<file path="config.mk">
export PLATFORM = sky130hd
export DESIGN_NAME = if_stage_ctrl
export DESIGN_NICKNAME = d
export VERILOG_FILES = /design/src/rtl/pipeline_pkg.sv /design/src/rtl/if_id_reg.sv /design/src/rtl/if_stage_ctrl.sv
export SDC_FILE = /design/constraint.sdc
export NUM_CORES = 1
export LEC_CHECK = 0
export ABC_CLOCK_PERIOD_IN_PS = 4300
export BUFFER_PORTS_ARGS = -buffer_cell sky130_fd_sc_hd__buf_2
export CAP_MARGIN = 30
export CORE_ASPECT_RATIO = 0.75
export CORE_MARGIN = 3
export CORE_UTILIZATION = 45
export CTS_BUF_LIST = sky130_fd_sc_hd__clkbuf_4
export DETAILED_ROUTE_END_ITERATION = 8
export HOLD_SLACK_MARGIN = 0.06
export PLACE_DENSITY_LB_ADDON = 0.12
export SETUP_SLACK_MARGIN = 0.02
export SYNTH_ARGS = -nofsm -noshare
export SYNTH_HDL_FRONTEND = slang
export SYNTH_HIERARCHICAL = 1
export SYNTH_SLANG_ARGS = --single-unit
</file>
<file path="constraint.sdc">
create_clock -name clk -period 4.3 [get_ports clk]
set_input_delay 0.86 -clock clk [delete_from_list [all_inputs] [get_ports clk]]
set_output_delay 0.86 -clock clk [all_outputs]
set_load 0.01 [all_outputs]
</file>
<file path="src/rtl/pipeline_pkg.sv">
// Shared fetch-pipeline definitions: default widths, reset/NOP encodings and
// the fetch FSM state encoding.
package pipeline_pkg;

    localparam int          ADDR_W    = 32;
    localparam int          INSTR_W   = 32;
    localparam logic [31:0] RESET_PC  = 32'h0000_0000;
    localparam logic [31:0] NOP_INSTR = 32'h0000_0000;

    typedef logic [1:0] fetch_state_t;

    // imem_req is high in FETCH and DRAIN only.
    localparam fetch_state_t ST_IDLE  = 2'd0;
    localparam fetch_state_t ST_FETCH = 2'd1;
    localparam fetch_state_t ST_HOLD  = 2'd2;
    localparam fetch_state_t ST_DRAIN = 2'd3;

endpackage

</file>
<file path="src/rtl/if_id_reg.sv">
// IF/ID pipeline register: bubble (NOP, invalid) beats load, otherwise holds.
// A bubble leaves the stored PC untouched; consumers qualify it with valid.
module if_id_reg #(
    parameter int                 ADDR_W    = 32,
    parameter int                 INSTR_W   = 32,
    parameter logic [INSTR_W-1:0] NOP_INSTR = '0
) (
    input  logic               clk,
    input  logic               rst,
    input  logic               load,
    input  logic               bubble,
    input  logic [ADDR_W-1:0]  load_pc,
    input  logic [INSTR_W-1:0] load_instr,
    output logic [ADDR_W-1:0]  pc_id,
    output logic [INSTR_W-1:0] instr_id,
    output logic               valid_id
);

    always_ff @(posedge clk or posedge rst) begin
        if (rst) begin
            pc_id    <= '0;
            instr_id <= NOP_INSTR;
            valid_id <= 1'b0;
        end else if (bubble) begin
            instr_id <= NOP_INSTR;
            valid_id <= 1'b0;
        end else if (load) begin
            pc_id    <= load_pc;
            instr_id <= load_instr;
            valid_id <= 1'b1;
        end
    end

endmodule

</file>
<file path="src/rtl/if_stage_ctrl.sv">
// Fetch-stage controller: PC register, imem req/ack handshake, one-entry
// buffer for data that arrives during a stall, and the IF/ID register.
module if_stage_ctrl #(
    parameter int                 ADDR_W    = pipeline_pkg::ADDR_W,
    parameter int                 INSTR_W   = pipeline_pkg::INSTR_W,
    parameter logic [ADDR_W-1:0]  RESET_PC  = ADDR_W'(pipeline_pkg::RESET_PC),
    parameter logic [INSTR_W-1:0] NOP_INSTR = INSTR_W'(pipeline_pkg::NOP_INSTR)
) (
    input  logic               clk,
    input  logic               rst,
    input  logic               PCWrite,
    input  logic               IFIDWrite,
    input  logic               flush,
    input  logic               Jump,
    input  logic               Branch,
    input  logic [ADDR_W-1:0]  JumpAddr,
    input  logic [ADDR_W-1:0]  BranchAddr,
    output logic               imem_req,
    output logic [ADDR_W-1:0]  imem_addr,
    input  logic [INSTR_W-1:0] imem_rdata,
    input  logic               imem_ack,
    output logic [ADDR_W-1:0]  PC_if,
    output logic [ADDR_W-1:0]  PC_id,
    output logic [INSTR_W-1:0] Instr_id,
    output logic               Valid_id,
    output logic               fetch_busy
);

    import pipeline_pkg::*;

    fetch_state_t       state_reg, state_next;
    logic [ADDR_W-1:0]  pc_reg, pc_next;
    logic [ADDR_W-1:0]  drain_addr_reg, drain_addr_next;
    logic [INSTR_W-1:0] buf_reg, buf_next;

    logic               deliver;
    logic [ADDR_W-1:0]  target_raw, target, pc_plus4;
    logic               id_load, id_bubble;
    logic [INSTR_W-1:0] id_instr;

    // A redirect only happens under flush, so Branch itself carries no
    // information beyond selecting BranchAddr when Jump is low.
    logic unused_inputs;
    assign unused_inputs = ^{Branch, JumpAddr[1:0], BranchAddr[1:0]};

    assign deliver    = PCWrite & IFIDWrite & ~flush;
    assign target_raw = Jump ? JumpAddr : BranchAddr;
    assign target     = {target_raw[ADDR_W-1:2], 2'b00};
    assign pc_plus4   = pc_reg + ADDR_W'(4);

    always_comb begin
        state_next      = state_reg;
        pc_next         = pc_reg;
        drain_addr_next = drain_addr_reg;
        buf_next        = buf_reg;
        id_load         = 1'b0;
        id_bubble       = 1'b0;
        id_instr        = imem_rdata;

        if (flush) begin
            id_bubble = 1'b1;
            pc_next   = target;
            case (state_reg)
                ST_FETCH: begin
                    // Unanswered request must be drained on its old address.
                    if (!imem_ack) begin
                        state_next      = ST_DRAIN;
                        drain_addr_next = pc_reg;
                    end
                end
                ST_DRAIN: begin
                    if (imem_ack) state_next = ST_FETCH;
                end
                default: state_next = ST_FETCH;
            endcase
        end else begin
            case (state_reg)
                ST_IDLE: state_next = ST_FETCH;
                ST_FETCH: begin
                    if (imem_ack) begin
                        if (deliver) begin
                            id_load = 1'b1;
                            pc_next = pc_plus4;
                        end else begin
                            buf_next   = imem_rdata;
                            state_next = ST_HOLD;
                        end
                    end else if (IFIDWrite) begin
                        id_bubble = 1'b1;
                    end
                end
                ST_HOLD: begin
                    if (deliver) begin
                        id_load    = 1'b1;
                        id_instr   = buf_reg;
                        pc_next    = pc_plus4;
                        state_next = ST_FETCH;
                    end
                end
                default: begin
                    if (imem_ack) state_next = ST_FETCH;
                end
            endcase
        end
    end

    always_ff @(posedge clk or posedge rst) begin
        if (rst) begin
            state_reg      <= ST_IDLE;
            pc_reg         <= RESET_PC;
            drain_addr_reg <= RESET_PC;
            buf_reg        <= NOP_INSTR;
        end else begin
            state_reg      <= state_next;
            pc_reg         <= pc_next;
            drain_addr_reg <= drain_addr_next;
            buf_reg        <= buf_next;
        end
    end

    if_id_reg #(
        .ADDR_W    (ADDR_W),
        .INSTR_W   (INSTR_W),
        .NOP_INSTR (NOP_INSTR)
    ) u_if_id (
        .clk        (clk),
        .rst        (rst),
        .load       (id_load),
        .bubble     (id_bubble),
        .load_pc    (pc_plus4),
        .load_instr (id_instr),
        .pc_id      (PC_id),
        .instr_id   (Instr_id),
        .valid_id   (Valid_id)
    );

    assign imem_req   = (state_reg == ST_FETCH) || (state_reg == ST_DRAIN);
    assign imem_addr  = (state_reg == ST_DRAIN) ? drain_addr_reg : pc_reg;
    assign fetch_busy = imem_req & ~imem_ack;
    assign PC_if      = pc_reg;

endmodule

</file>
# [Word-level counts from Yosys, hierarchy flattened]
# Cells that the tools add are included.
[totals] in_bits=104 out_inout_bits=131 wordCells=59 regBits=163
[classes] bitwise_logic=6 n_eq_ne=7 mux=29 addsub=1 reduce_logical=9
[ops] op="32-bit 2-to-1 mux" count=10
[ops] op="32-bit case mux with 2 select lines" count=1
[ops] op="32-bit by 3-bit adder with 32-bit output, second input constant" count=1
[ops] op="2-bit 2-to-1 mux" count=6
[ops] op="3-bit != test, second input constant" count=4
[ops] op="1-bit 2-to-1 mux" count=9
[ops] op="2-bit case mux with 3 select lines" count=1
[ops] op="3-bit AND reduction" count=2
[ops] op="2-bit equality test, second input constant" count=2
[ops] op="2-bit case mux with 2 select lines" count=1
[ops] op="2-bit AND reduction" count=2
[ops] op="4-bit AND reduction" count=1
[ops] op="1-bit bitwise AND" count=3
[ops] op="1-bit NOT" count=3
[ops] op="3-bit nonzero test" count=1
[ops] op="2-bit by 1-bit equality test with 1-bit output, second input constant" count=1
[ops] op="2-bit logical NOT" count=1
[ops] op="1-bit case mux with 2 select lines" count=1
[ops] op="2-bit nonzero test" count=1
[ops] op="1-bit logical OR" count=1

# [Longest topological paths before layout]
[depth] ltp_word=8 ltp_mapped=11

# [By module]
# The synthesis kept the hierarchy.
[by_module_without_submodules] module="if_stage_ctrl" instances=1 area_per_inst_um2=6044.5 cells_each=609
[by_module_without_submodules] module="if_id_reg" instances=1 area_per_inst_um2=2652.5 cells_each=177

# [Worst setup path after synthesis]
# Ideal clock, no wire load.
[synth_timing] path_type="input to register" startpoint="in flush" endpoint="reg u_if_id.pc_id[0]" stages=9 t_arrival_ps=2603 setup_slack_ps=1571 required_ps=4175 setup_time_ps=125 cell_sequence="clkbuf_1 -> clkbuf_1 -> buf_1 -> nor4_1 -> buf_6 -> nor2b_4 -> buf_6 -> buf_6 -> mux2_4"
[synth_via] elab_chain_cells=7 elab_cells_between_ends=9
[synth_lines] element="from (decl)" line="if_stage_ctrl.sv:13" rtl="input logic flush,"
[synth_lines] element="1-bit NOT (no line)"
[synth_lines] element="1-bit bitwise AND" line="if_stage_ctrl.sv:46" rtl="assign deliver = PCWrite & IFIDWrite & ~flush;"
[synth_lines] element="1-bit 2-to-1 mux" line="if_stage_ctrl.sv:81, if_stage_ctrl.sv:93"
[synth_lines] element="1-bit 2-to-1 mux" line="if_stage_ctrl.sv:80" rtl="if (imem_ack) begin"
[synth_lines] element="1-bit case mux with 2 select lines" line="if_stage_ctrl.sv:77" rtl="case (state_reg)"
[synth_lines] element="1-bit 2-to-1 mux *" line="if_stage_ctrl.sv:60" rtl="if (flush) begin"
[synth_lines] element="net id_load" line="if_stage_ctrl.sv:38" rtl="logic id_load, id_bubble;"
[synth_lines] element="2-bit AND reduction (no line) *"
[synth_lines] element="to (signal assigned)" line="if_id_reg.sv:28" rtl="pc_id <= load_pc;"
[synth_lines] element="to (decl)" line="if_id_reg.sv:14" rtl="output logic [ADDR_W-1:0] pc_id,"
# Mark *: on every way through the listed nets, which the timed path passes. The rest lies on a longest branch.
# A chain may end at the register's enable or synchronous reset.

# [Worst setup path after layout]
[layout_timing] startpoint="reg state_reg[1]" endpoint="out imem_addr[19]"
[layout_via] elab_chain_cells=2
[layout_lines] element="from (decl)" line="if_stage_ctrl.sv:31" rtl="fetch_state_t state_reg, state_next;"
[layout_lines] element="from (signal assigned)" line="if_stage_ctrl.sv:114" rtl="state_reg <= state_next;"
[layout_lines] element="2-bit equality test" line="if_stage_ctrl.sv:138" rtl="assign imem_addr = (state_reg == ST_DRAIN) ? drain_addr_reg : pc_reg;"
[layout_lines] element="32-bit 2-to-1 mux" line="if_stage_ctrl.sv:138"
[layout_lines] element="to (decl)" line="if_stage_ctrl.sv:19" rtl="output logic [ADDR_W-1:0] imem_addr,"
# No other way between the ends.

==> flow_metrics.env <==
export IMPL_io_pins=235
export IMPL_yosys_warnings=6
export IMPL_rsz0062_at_grt="false"
export IMPL_worstReg2RegEnd="u_if_id/pc_id[30]"
export IMPL_slowest_stage="ha_2"
export IMPL_io_buffers=225
export IMPL_worstMarginPinSlew_ns=1.03
export IMPL_core_area_um2=18700
export IMPL_synth_top_area_share=0.457
export IMPL_drt_pass1_iterations=5
export IMPL_clock_latency_ns=0.57
export IMPL_yosysMostFrequentCell="dfrtp_1"
export IMPL_drive_above_1_share=0.435
export IMPL_ys_ff_latch=159
export IMPL_clock_tree_root_cell="clkbuf_4"
export IMPL_worstPathRequired_ns=3.44
export IMPL_gr_usage_all_layers=0.225
export IMPL_ctsHoldBuffers=0
export IMPL_fin_crit_sh=0.776
export IMPL_path_cells="ha_2 -> mux2_2 -> buf_2"
export IMPL_n_fill_cell=1700
export IMPL_syn_area_um2=8700
export IMPL_hpwl_um=16400
export IMPL_synth_edff_count=0
export IMPL_vias=6651
export IMPL_antenna_left=0
export IMPL_antenna_found_initial=0
export IMPL_r2r_start="PC_if[3]"
export IMPL_status="finished clean"
export IMPL_cts_buffers=17
export IMPL_utilization=0.550
export IMPL_fin_worst_skew_ns=0.0288
export IMPL_cts_tree="built"
export IMPL_crit_path_max_incr_delay_ns=0.87
export IMPL_post_route_min_period_ns=3.34
export IMPL_async_reset_ff_frac=1.00
export IMPL_via_per_inst=5.40
export IMPL_die_x_um=167
export IMPL_place_congestion=0.785
export IMPL_clk_path_buf_depth=2
export IMPL_rr_worst_depth=6
export IMPL_fmax_mhz=300
export IMPL_drt_iter0_drc=532
export IMPL_cp_end_kind="output pin"
export IMPL_grt_max_degree=59
export IMPL_post_cts_buffers=0
export IMPL_finalWorstSetupSlack_ns=0.964
export IMPL_setup_viol=0
export IMPL_netlist_cell_type_count=48
export IMPL_die_h_um=126
export IMPL_clock_sinks=159
export IMPL_fin_tns_setup_ns=0
export IMPL_highest_layer="met4"
export IMPL_drc=0
export IMPL_hold_violations=0
export IMPL_met3_wirelength_um=1880
export IMPL_synth_area_leader_cell="dfrtp_1"
export IMPL_drv_slew=0
export IMPL_grt_first_pass_wirelength_um=37400
export IMPL_grt_overflow=0
export IMPL_dpl_worst_slack_ns=1.36
export IMPL_vdd_drop_max_uv=276
export IMPL_maxCapViolations=0
export IMPL_post_cts_resize_count=0
export IMPL_synth_common_cells="dfrtp_1 (159), mux2_2 (112), nand2_1 (56)"
export IMPL_yosysSeqAreaShare=0.457
export IMPL_num_antenna_cells=0
export IMPL_ys_flop_type="dfrtp_1"
export IMPL_hold_path_class="input pin to asynchronous set/reset pin"
export IMPL_wl_per_cell_um=19.2
export IMPL_cts_clk_slew_worst_paths_ns=0.14
export IMPL_synth_area_per_cell_um2=11.1
export IMPL_wl_met1_um=11500
export IMPL_initial_core_util=0.465
export IMPL_cp_start_kind="register"
export IMPL_power_density_nw_per_um2=501
export IMPL_grt_pass1_vias=6490
export IMPL_wl_met2_um=10100
export IMPL_die_area_um2=21000
export IMPL_syn_inst=786
export IMPL_slew_headroom=0.304
export IMPL_synth_top_cells_by_area="dfrtp_1 (46%), mux2_2 (15%), mux2i_1 (5.5%)"
export IMPL_crit_arrival_ns=2.48
export IMPL_critPathKind="register to output pin"
export IMPL_syn_to_final_growth_pct=18.4
export IMPL_nets=1081
export IMPL_row_count=43
export IMPL_ctsHtreeMaxLevel=4
export IMPL_cp_max_fo=42
export IMPL_p_leak_nw=4.68
export IMPL_routed_wl_um=23600
export IMPL_r2r_slack_ns=1.48
==> kinds of logic (layout without fill, tap and decap cells) <==
| group | after synthesis | in the layout | synth area share |
|---|---|---|---|
| AO/OA/AOI/OAI | 88 | 88 | 0.0692 |
| other | 1 | 6 | 0.000431 |
| AND/OR/NAND/NOR | 215 | 215 | 0.127 |
| buffers and inverters | 92 | 285 | 0.0501 |
| flip-flops | 159 | 159 | 0.457 |
| multiplexers | 190 | 190 | 0.252 |
| adder cells (fa/ha/maj) | 6 | 6 | 0.00863 |
| XOR/XNOR | 35 | 35 | 0.0352 |
==> per-stage QoR <==
stage | hold slack (ns) | cells | instance area [um^2] | power (mW)
after floorplan | 0.450 | 791 | 8720 | 3.41
after global placement | 0.463 | 1197 | 9890 | 3.99
after detailed placement | 0.472 | 1199 | 9920 | 4.04
after CTS | 0.451 | 1231 | 10300 | 5.21
after global routing | 0.462 | 1231 | 10300 | 5.48
final | 0.444 | 1231 | 10300 | 5.16
==> worst max-delay path: cells and delay by family, from the launching register on <==
family                     cells  cell delay (ns)
muxes                          1             0.41
adders and majority gates      1             0.87
DFF                            1             0.47
buffers and inverters          1             0.14
==> power by group <==
group          switching [mW]  internal, mW
clock network           0.565         0.597
logic                   0.831         0.892
registers               0.320          1.95
==> routing by layer <==
metal  GRT usage  vias to the layer above
met2       0.325                      242
met4      0.0461                        0
li1            -                     3168
met1       0.345                     3227
met5           0                        -
met3      0.0564                       14
==> layout make-up <==
class                      count  area (um^2)  share of cell area
clock buffer                  19          143              0.0139
clock inverter                13          234              0.0227
inverter                      15         60.1             0.00583
multi-input combinational    540         4320               0.419
sequential                   159         3980               0.386
tap                          247          309              0.0300
timing repair buffer         238         1260               0.122
==> worst max path at each step <==
| stage | start | endpoint | slack, ns | cells past startpoint |
|---|---|---|---|---|
| final | state_reg[1] | imem_addr[19] | 0.96 | 3 |
| after global routing | state_reg[1] | imem_addr[18] | 0.79 | 3 |
| after CTS | state_reg[1] | imem_addr[9] | 0.90 | 3 |
| after detailed placement | flush | u_if_id/pc_id[9] | 1.36 | 5 |
| after global placement | flush | u_if_id/instr_id[10] | 1.22 | 6 |
| after floorplan | rst | PC_if[10] | 0.99 | 1 |
==> placed cells by master (no fill, tap or decap), types with 5 or more instances in the layout <==
master / instances
xor2_1: 10
or4_1: 5
bufinv_16: 6
a211oi_1: 14
dfrtp_1: 159
nor2_1: 49
nor4_1: 18
clkbuf_4: 19
nor2b_1: 16
ha_1: 5
conb_1: 6
mux2_2: 112
nand2_1: 55
buf_4: 11
o31a_1: 14
mux2_4: 30
inv_1: 12
a31oi_1: 10
buf_2: 225
xnor2_1: 25
nand3_1: 17
and4_1: 7
mux2i_1: 48
nand4_1: 22
nor3_1: 8
o21ai_0: 25
a21oi_1: 8
(Power assumes the default switching activity.)
